===== src/rtl/ula_arbiter_ctrl.sv =====
// rtl/ula_arbiter_ctrl.sv - two-requester arbiter and sequencer for a shared 8-bit ULA
//
// Purpose:
//   Grants one of two requesters access to a combinational ULA and holds the
//   registered operands on the ULA inputs for EXEC_CYCLES cycles. It then
//   captures OUT/CARRY and presents them as a response until the response
//   is accepted.
// Parameters:
//   EXEC_CYCLES  cycles the ULA inputs are held before capture (1..15)
//   PRIO_FIXED   0 = round-robin, 1 = requester 0 always wins a tie
// Optional feature macro:
//   ULA_ARB_STATS_EN  enables the saturating OP_COUNT counter; otherwise OP_COUNT = 0
// Ports:
//   CLK, RST_N                     clock (rising edge), async active-low reset
//   REQ_VALID/REQ_READY            per-requester handshake, bit i = requester i
//   REQ_A/REQ_B/REQ_COND           operands and op select, {req1, req0}
//   ULA_A/ULA_B/ULA_COND           registered drive to the ULA
//   ULA_OUT/ULA_CARRY              ULA result inputs
//   RSP_VALID/RSP_READY            response handshake
//   RSP_ID/RSP_DATA/RSP_CARRY      captured response
//   OP_COUNT                       completed-operation count

module ula_arbiter_ctrl #(
  parameter int EXEC_CYCLES = 1,
  parameter bit PRIO_FIXED  = 1'b0
) (
  input  logic        CLK,
  input  logic        RST_N,
  input  logic [1:0]  REQ_VALID,
  output logic [1:0]  REQ_READY,
  input  logic [15:0] REQ_A,
  input  logic [15:0] REQ_B,
  input  logic [3:0]  REQ_COND,
  output logic [7:0]  ULA_A,
  output logic [7:0]  ULA_B,
  output logic [1:0]  ULA_COND,
  input  logic [7:0]  ULA_OUT,
  input  logic        ULA_CARRY,
  output logic        RSP_VALID,
  input  logic        RSP_READY,
  output logic        RSP_ID,
  output logic [7:0]  RSP_DATA,
  output logic        RSP_CARRY,
  output logic [15:0] OP_COUNT
);

  typedef enum logic [1:0] {S_IDLE, S_EXEC, S_RESP} state_t;

  localparam logic [3:0] CNT_LOAD = 4'(EXEC_CYCLES - 1);

  state_t      state_q, state_d;
  logic        last_q, last_d;
  logic [7:0]  a_q, a_d;
  logic [7:0]  b_q, b_d;
  logic [1:0]  cond_q, cond_d;
  logic        id_q, id_d;
  logic [3:0]  cnt_q, cnt_d;
  logic [7:0]  rsp_data_q, rsp_data_d;
  logic        rsp_carry_q, rsp_carry_d;
  logic        rsp_id_q, rsp_id_d;

  logic        grant;
  logic        any_req;
  logic [1:0]  ready;

  always_comb begin
    state_d     = state_q;
    last_d      = last_q;
    a_d         = a_q;
    b_d         = b_q;
    cond_d      = cond_q;
    id_d        = id_q;
    cnt_d       = cnt_q;
    rsp_data_d  = rsp_data_q;
    rsp_carry_d = rsp_carry_q;
    rsp_id_d    = rsp_id_q;

    any_req = |REQ_VALID;
    // A lone request wins outright; a tie goes to req0 (fixed) or to the
    // requester that was not granted last (round-robin).
    if (REQ_VALID == 2'b11) begin
      grant = PRIO_FIXED ? 1'b0 : ~last_q;
    end else begin
      grant = REQ_VALID[1];
    end
    // Ready is gated with RST_N so nothing looks acceptable while in reset.
    if (state_q == S_IDLE && any_req && RST_N) begin
      ready = grant ? 2'b10 : 2'b01;
    end else begin
      ready = 2'b00;
    end

    case (state_q)
      S_IDLE: begin
        if (|(REQ_VALID & ready)) begin
          a_d     = grant ? REQ_A[15:8]   : REQ_A[7:0];
          b_d     = grant ? REQ_B[15:8]   : REQ_B[7:0];
          cond_d  = grant ? REQ_COND[3:2] : REQ_COND[1:0];
          id_d    = grant;
          last_d  = grant;
          cnt_d   = CNT_LOAD;
          state_d = S_EXEC;
        end
      end
      S_EXEC: begin
        if (cnt_q != 4'd0) begin
          cnt_d = cnt_q - 4'd1;
        end else begin
          rsp_data_d  = ULA_OUT;
          rsp_carry_d = ULA_CARRY;
          rsp_id_d    = id_q;
          state_d     = S_RESP;
        end
      end
      S_RESP: begin
        if (RSP_READY) begin
          state_d = S_IDLE;
        end
      end
      default: state_d = S_IDLE;
    endcase
  end

  always_ff @(posedge CLK or negedge RST_N) begin
    if (!RST_N) begin
      state_q     <= S_IDLE;
      last_q      <= 1'b1;
      a_q         <= 8'd0;
      b_q         <= 8'd0;
      cond_q      <= 2'd0;
      id_q        <= 1'b0;
      cnt_q       <= 4'd0;
      rsp_data_q  <= 8'd0;
      rsp_carry_q <= 1'b0;
      rsp_id_q    <= 1'b0;
    end else begin
      state_q     <= state_d;
      last_q      <= last_d;
      a_q         <= a_d;
      b_q         <= b_d;
      cond_q      <= cond_d;
      id_q        <= id_d;
      cnt_q       <= cnt_d;
      rsp_data_q  <= rsp_data_d;
      rsp_carry_q <= rsp_carry_d;
      rsp_id_q    <= rsp_id_d;
    end
  end

  assign REQ_READY = ready;
  assign ULA_A     = a_q;
  assign ULA_B     = b_q;
  assign ULA_COND  = cond_q;
  assign RSP_VALID = (state_q == S_RESP);
  assign RSP_ID    = rsp_id_q;
  assign RSP_DATA  = rsp_data_q;
  assign RSP_CARRY = rsp_carry_q;

`ifdef ULA_ARB_STATS_EN
  logic [15:0] op_count_q, op_count_d;

  always_comb begin
    op_count_d = op_count_q;
    if (state_q == S_RESP && RSP_READY && op_count_q != 16'hFFFF) begin
      op_count_d = op_count_q + 16'd1;
    end
  end

  always_ff @(posedge CLK or negedge RST_N) begin
    if (!RST_N) begin
      op_count_q <= 16'd0;
    end else begin
      op_count_q <= op_count_d;
    end
  end

  assign OP_COUNT = op_count_q;
`else
  assign OP_COUNT = 16'd0;
`endif

endmodule

===== config.mk =====
export PLATFORM = sky130hd
export DESIGN_NAME = ula_arbiter_ctrl
export DESIGN_NICKNAME = d
export VERILOG_FILES = /design/src/rtl/ula_arbiter_ctrl.sv
export SDC_FILE = /design/constraint.sdc
export NUM_CORES = 1
export LEC_CHECK = 0
export ABC_AREA = 1
export CORE_ASPECT_RATIO = 0.9
export CORE_MARGIN = 8
export CORE_UTILIZATION = 43
export DETAILED_ROUTE_END_ITERATION = 10
export PLACE_DENSITY = 0.86
export SYNTH_ARGS = -nofsm -noshare
export SYNTH_HDL_FRONTEND = slang
export SYNTH_SLANG_ARGS = --single-unit

===== constraint.sdc =====
create_clock -name CLK -period 2.2 [get_ports CLK]
set_input_delay 0.22 -clock CLK [delete_from_list [all_inputs] [get_ports CLK]]
set_output_delay 0.22 -clock CLK [all_outputs]
set_load 0.01 [all_outputs]

After elaboration in Yosys (flattened, before gate mapping) --
Cells that the tools add are included.
Word-level totals: register bits after elaboration 36
Cells by class: add/sub/neg operators 1, equality and inequality tests 7, multiplexer cells 13, bitwise operators 3, reduce and logical (&&, ||, !) cells 11
Operators with widths (count):
- two-way mux 8 bit | 2
- two-way mux 2 bit | 6
- two-way mux 4 bit | 2
- case mux 4 bit (2 select lines) | 1
- case mux 2 bit (3 select lines) | 1
- AND reduction 3 bit | 2
- == test 2 bit (second input constant) | 2
- inequality test 2 x 1 -> 1 bit (second input constant) | 2
- inequality test 2 bit (second input constant) | 2
- AND reduction 2 bit | 2
- nonzero test 4 bit | 1
- OR reduction 2 bit | 2
- subtractor 4 x 1 -> 4 bit (second input constant) | 1
- AND 2 bit | 1
- == test 2 x 1 -> 1 bit (second input constant) | 1
- logical AND 1 bit | 2
- zero test 2 bit | 1
- NOT 1 bit | 2
- nonzero test 2 bit | 1
- two-way mux 1 bit | 1

Longest topological paths before layout --
depth in word-level cells 8, depth in mapped cells 8, depth with buffers taken out 7

Worst setup path after synthesis --
Ideal clock, no wire load.
kind flip-flop to output port, start point register last_q, end point output port REQ_READY[0], arrival 1.045 ns, path slack 0.935 ns, cell stages (with the launch flop) 6, path buffers 1, cells stage by stage dfstp_2 -> nand2_1 -> nand2_1 -> inv_2 -> buf_2 -> nor2_1
On the way: word-level cells in the longest chain between the ends 4
Ends and longest elaborated chain:
- from (decl) | RTL line 52 | logic last_q, last_d;
- from (signal assigned) | RTL line 138 | last_q <= last_d;
- NOT 1 bit | RTL line 82 | grant = PRIO_FIXED ? 1'b0 : ~last_q;
- two-way mux 1 bit | RTL line 81 | if (REQ_VALID == 2'b11) begin
- two-way mux 2 bit | RTL line 88 | ready = grant ? 2'b10 : 2'b01;
- two-way mux 2 bit | RTL line 87 | if (state_q == S_IDLE && any_req && RST_N) begin
- to (decl) | RTL line 30 | output logic [1:0] REQ_READY,
Every way passes these cells.

Final worst setup path --
start point input port REQ_VALID[0], end point output port REQ_READY[1]
On the way: word-level cells in the longest chain between the ends 4
Ends and longest elaborated chain:
- from (decl) | RTL line 29 | input logic [1:0] REQ_VALID,
- == test 2 bit or OR reduction 2 bit (tied branches) | RTL line 81, 78
- two-way mux 1 bit or logical AND 1 bit (tied branches) | RTL line 81, 87
- two-way mux 2 bit or logical AND 1 bit (tied branches) | RTL line 88, 87
- two-way mux 2 bit * | RTL line 87
Every way passes the cells marked *; elsewhere a longest branch is shown, timed or not.

==> impl_metrics.py <==
metrics = {
    "routing": {
        "drc": 0,
        "via_count": 1652,
        "wl_met2_um": 2290,
        "drt_iter0_markers": 44,
        "wirelength_um": 4650,
        "wl_met1_um": 1910,
        "wl_per_cell_um": 11.8,
        "vias_per_cell": 4.18,
        "routed-wl-met3_um": 428,
        "drtPass1Iterations": 4,
        "top_layer": "met4",
        "ant_nets": 0,
    },
    "final_layout": {
        "antenna-diode-count": 0,
        "fin_nets": 384,
        "area_growth_pct": 47.8,
        "layout.cells.non_filler": 395,
        "drive_above_1_share_pct": 6.91,
    },
    "clocking": {
        "cts-resized-gates": 0,
        "clock-sinks": 36,
        "numCtsBuffers": 5,
        "htree_num_levels": 2,
        "root_buffer": "clkbuf_8",
        "clk_pin_slew_ps": 70,
        "hold_buffers": 0,
        "post_cts_buffers": 0,
        "clock_latency_ps": 280,
        "clock_path_buffers": 2,
        "cts_tree": "done",
    },
    "synth": {
        "synth-seq-cells": 36,
        "synthDistinctLibCells": 22,
        "yosys_warnings": 0,
        "synth_cells": 250,
        "netlist_area_um2": 1890,
        "yosysSeqAreaShare_pct": 47.8,
        "avgSynthCellArea_um2": 7.55,
    },
    "flow_run": {
        "cap_violations": 0,
    },
    "worst_setup_path": {
        "critPathLaunch": "REQ_VALID[0]",
        "cp_max_fo": 9,
        "worstPathRequired_ps": 1980,
        "max_stage_delay_ps": 580,
        "criticalPathCategory": "in -> out",
        "critPathCaptureType": "primary output",
        "ff2ff_setup_slack_ps": 740,
        "crit_chain": "clkdlybuf4s50_1 -> inv_1 -> nand2_1 -> nand4_4 -> nor2_1 -> clkdlybuf4s50_1",
        "arrival_ps": 1760,
        "crit_top_cell": "clkdlybuf4s50_1",
        "reg2regPathDepth": 5,
        "r2r-start": "cnt_q[0]$_DFFE_PN0P_",
        "cp_slowest_cell": "clkdlybuf4s50_1",
        "start_kind": "input pin",
        "reg2reg_to": "RSP_DATA[1]$_DFFE_PN0P_",
    },
    "grt": {
        "grt_pass1_vias": 1686,
        "gr-total-overflow": 0,
        "antenna_found_initial": 0,
        "grt_max_degree": 37,
        "track_usage_pct": 14.2,
        "grt_pass1_wl_um": 7810,
    },
    "floorplanning": {
        "die_area_um2": 6770,
        "num_io_pins": 97,
        "start_util_pct": 43.4,
        "rows": 23,
        "die_height_um": 78.8,
        "die_x_um": 85.8,
        "core_um2": 4350,
    },
    "min_path": {
        "hp-class": "in -> async",
    },
    "placement": {
        "port_buffers": 80,
        "gp_congestion": 0.770,
        "place_hpwl_um": 3560,
        "placed_cells": 387,
    },
    "pwr": {
        "p_leak_nw": 1.45,
        "power_density_nw_per_um2": 1250,
        "vdd_ir_drop_max_mv": 0.629,
    },
    "timing": {
        "fin_crit_sh_pct": 90.2,
        "fmax_mhz": 504,
        "min_period_ps": 1980,
        "rsz0062_at_grt": "no",
        "final_max_slew_viol_count": 0,
        "hold_viol": 0,
        "fin_skew_ps": 4.48,
        "tns_ps": 0,
        "whs_ps": 27.0,
        "setup_viol": 0,
    },
    "run_status": {
        "status": "finished, final reports clean",
    },
}
==> synth_stat cells <==
library cell,count,area [um^2]
ha_1,2,25.0
nand4_4,1,21.3
nand3_2,1,10.0
nand3_1,4,20.0
dfstp_2,1,26.3
buf_2,3,15.0
o21ai_2,3,26.3
buf_6,3,33.8
dfrtp_1,35,876
o21ai_0,1,5.00
xnor2_1,1,8.76
conb_1,1,3.75
inv_2,2,7.51
o31ai_1,1,7.51
inv_1,18,67.6
inv_4,1,6.26
nor2_2,1,6.26
buf_4,18,135
nand4_1,1,6.26
o21ai_1,7,35.0
nor2_1,11,41.3
nand2_1,134,503
==> how the worst max path moves through the flow <==
stage / to / slack [ps] / cells after the start
3_5_place_dp: REQ_READY[1] / 200 / 6
5_1_grt: REQ_READY[1] / 120 / 6
2_1_floorplan: REQ_READY[0] / 940 / 5
4_1_cts: REQ_READY[1] / 190 / 6
6_report: REQ_READY[1] / 220 / 6
3_3_place_gp: REQ_READY[1] / 260 / 6
==> per-layer routing <==
layer,vias up,track usage [%]
met5,-,0
met4,0,2.97
met3,3,6.60
met2,58,24.9
met1,714,15.3
li1,877,-
==> area by class of cell <==
cell class / count / area, um^2
flip-flops and latches: 36 / 902
clock inverters: 1 / 30.0
repair buffers: 84 / 826
inverters: 21 / 81.3
well taps: 62 / 77.6
fillers: 367 / 1560
clock buffers: 7 / 96.3
multi-input cells: 184 / 776
==> registers in the layout (all words and copies together) (netlist names) <==
signal / flops
RSP_DATA: 8
ULA_A: 8
ULA_B: 8
cnt_q: 4
ULA_COND: 2
state_q: 2
RSP_CARRY: 1
RSP_ID: 1
id_q: 1
last_q: 1
==> critical path: cells and delay by family <==
family                 cells  cell delay [ps]
and+or+nand+nor            3              450
buffers and inverters      3             1090
==> cell families after synthesis <==
| group | synth area share [%] |
|---|---|
| AOI/OAI and AO/OA | 3.91 |
| xor gates and xnor gates | 0.464 |
| adders and majority gates | 1.33 |
| buffers and inverters | 14.1 |
| DFF | 47.8 |
| other | 0.199 |
| and+or+nand+nor | 32.2 |
==> cell usage in the layout (no fill, tap or decap) <==
master and count:
clkdlybuf4s50_1 79, nand2_1 134, xnor2_1 1, clkbuf_8 7, o21ai_0 1, inv_4 1
nand3_1 4, o21ai_2 3, buf_2 1, o31ai_1 1, inv_1 18, buf_4 4
nand4_4 1, ha_1 2, bufinv_16 1, nor2_1 11, dfrtp_1 35, dfstp_2 1
conb_1 16, inv_2 2, nand3_2 1, o21ai_1 7, nand4_1 1, nor2_2 1
==> report_power, final <==
part | total, mW | internal (mW) | switching (mW)
clock | 0.621 | 0.400 | 0.221
combinational | 1.68 | 0.832 | 0.850
sequential | 1.18 | 0.998 | 0.181
==> metrics by stage <==
step / setup slack (ps) / total power, mW / util [%] / instance area (um^2)
2_1_floorplan: 935 / 2.12 / - / 1940
3_3_place_gp: 262 / 2.85 / 61.3 / 2660
3_5_place_dp: 204 / 2.90 / 61.3 / 2660
4_1_cts: 190 / 3.54 / 64.2 / 2790
5_1_grt: 123 / 3.79 / 64.2 / 2790
6_report: 216 / 3.48 / 64.2 / 2790
Note: power is estimated with default switching activity, not from simulation.
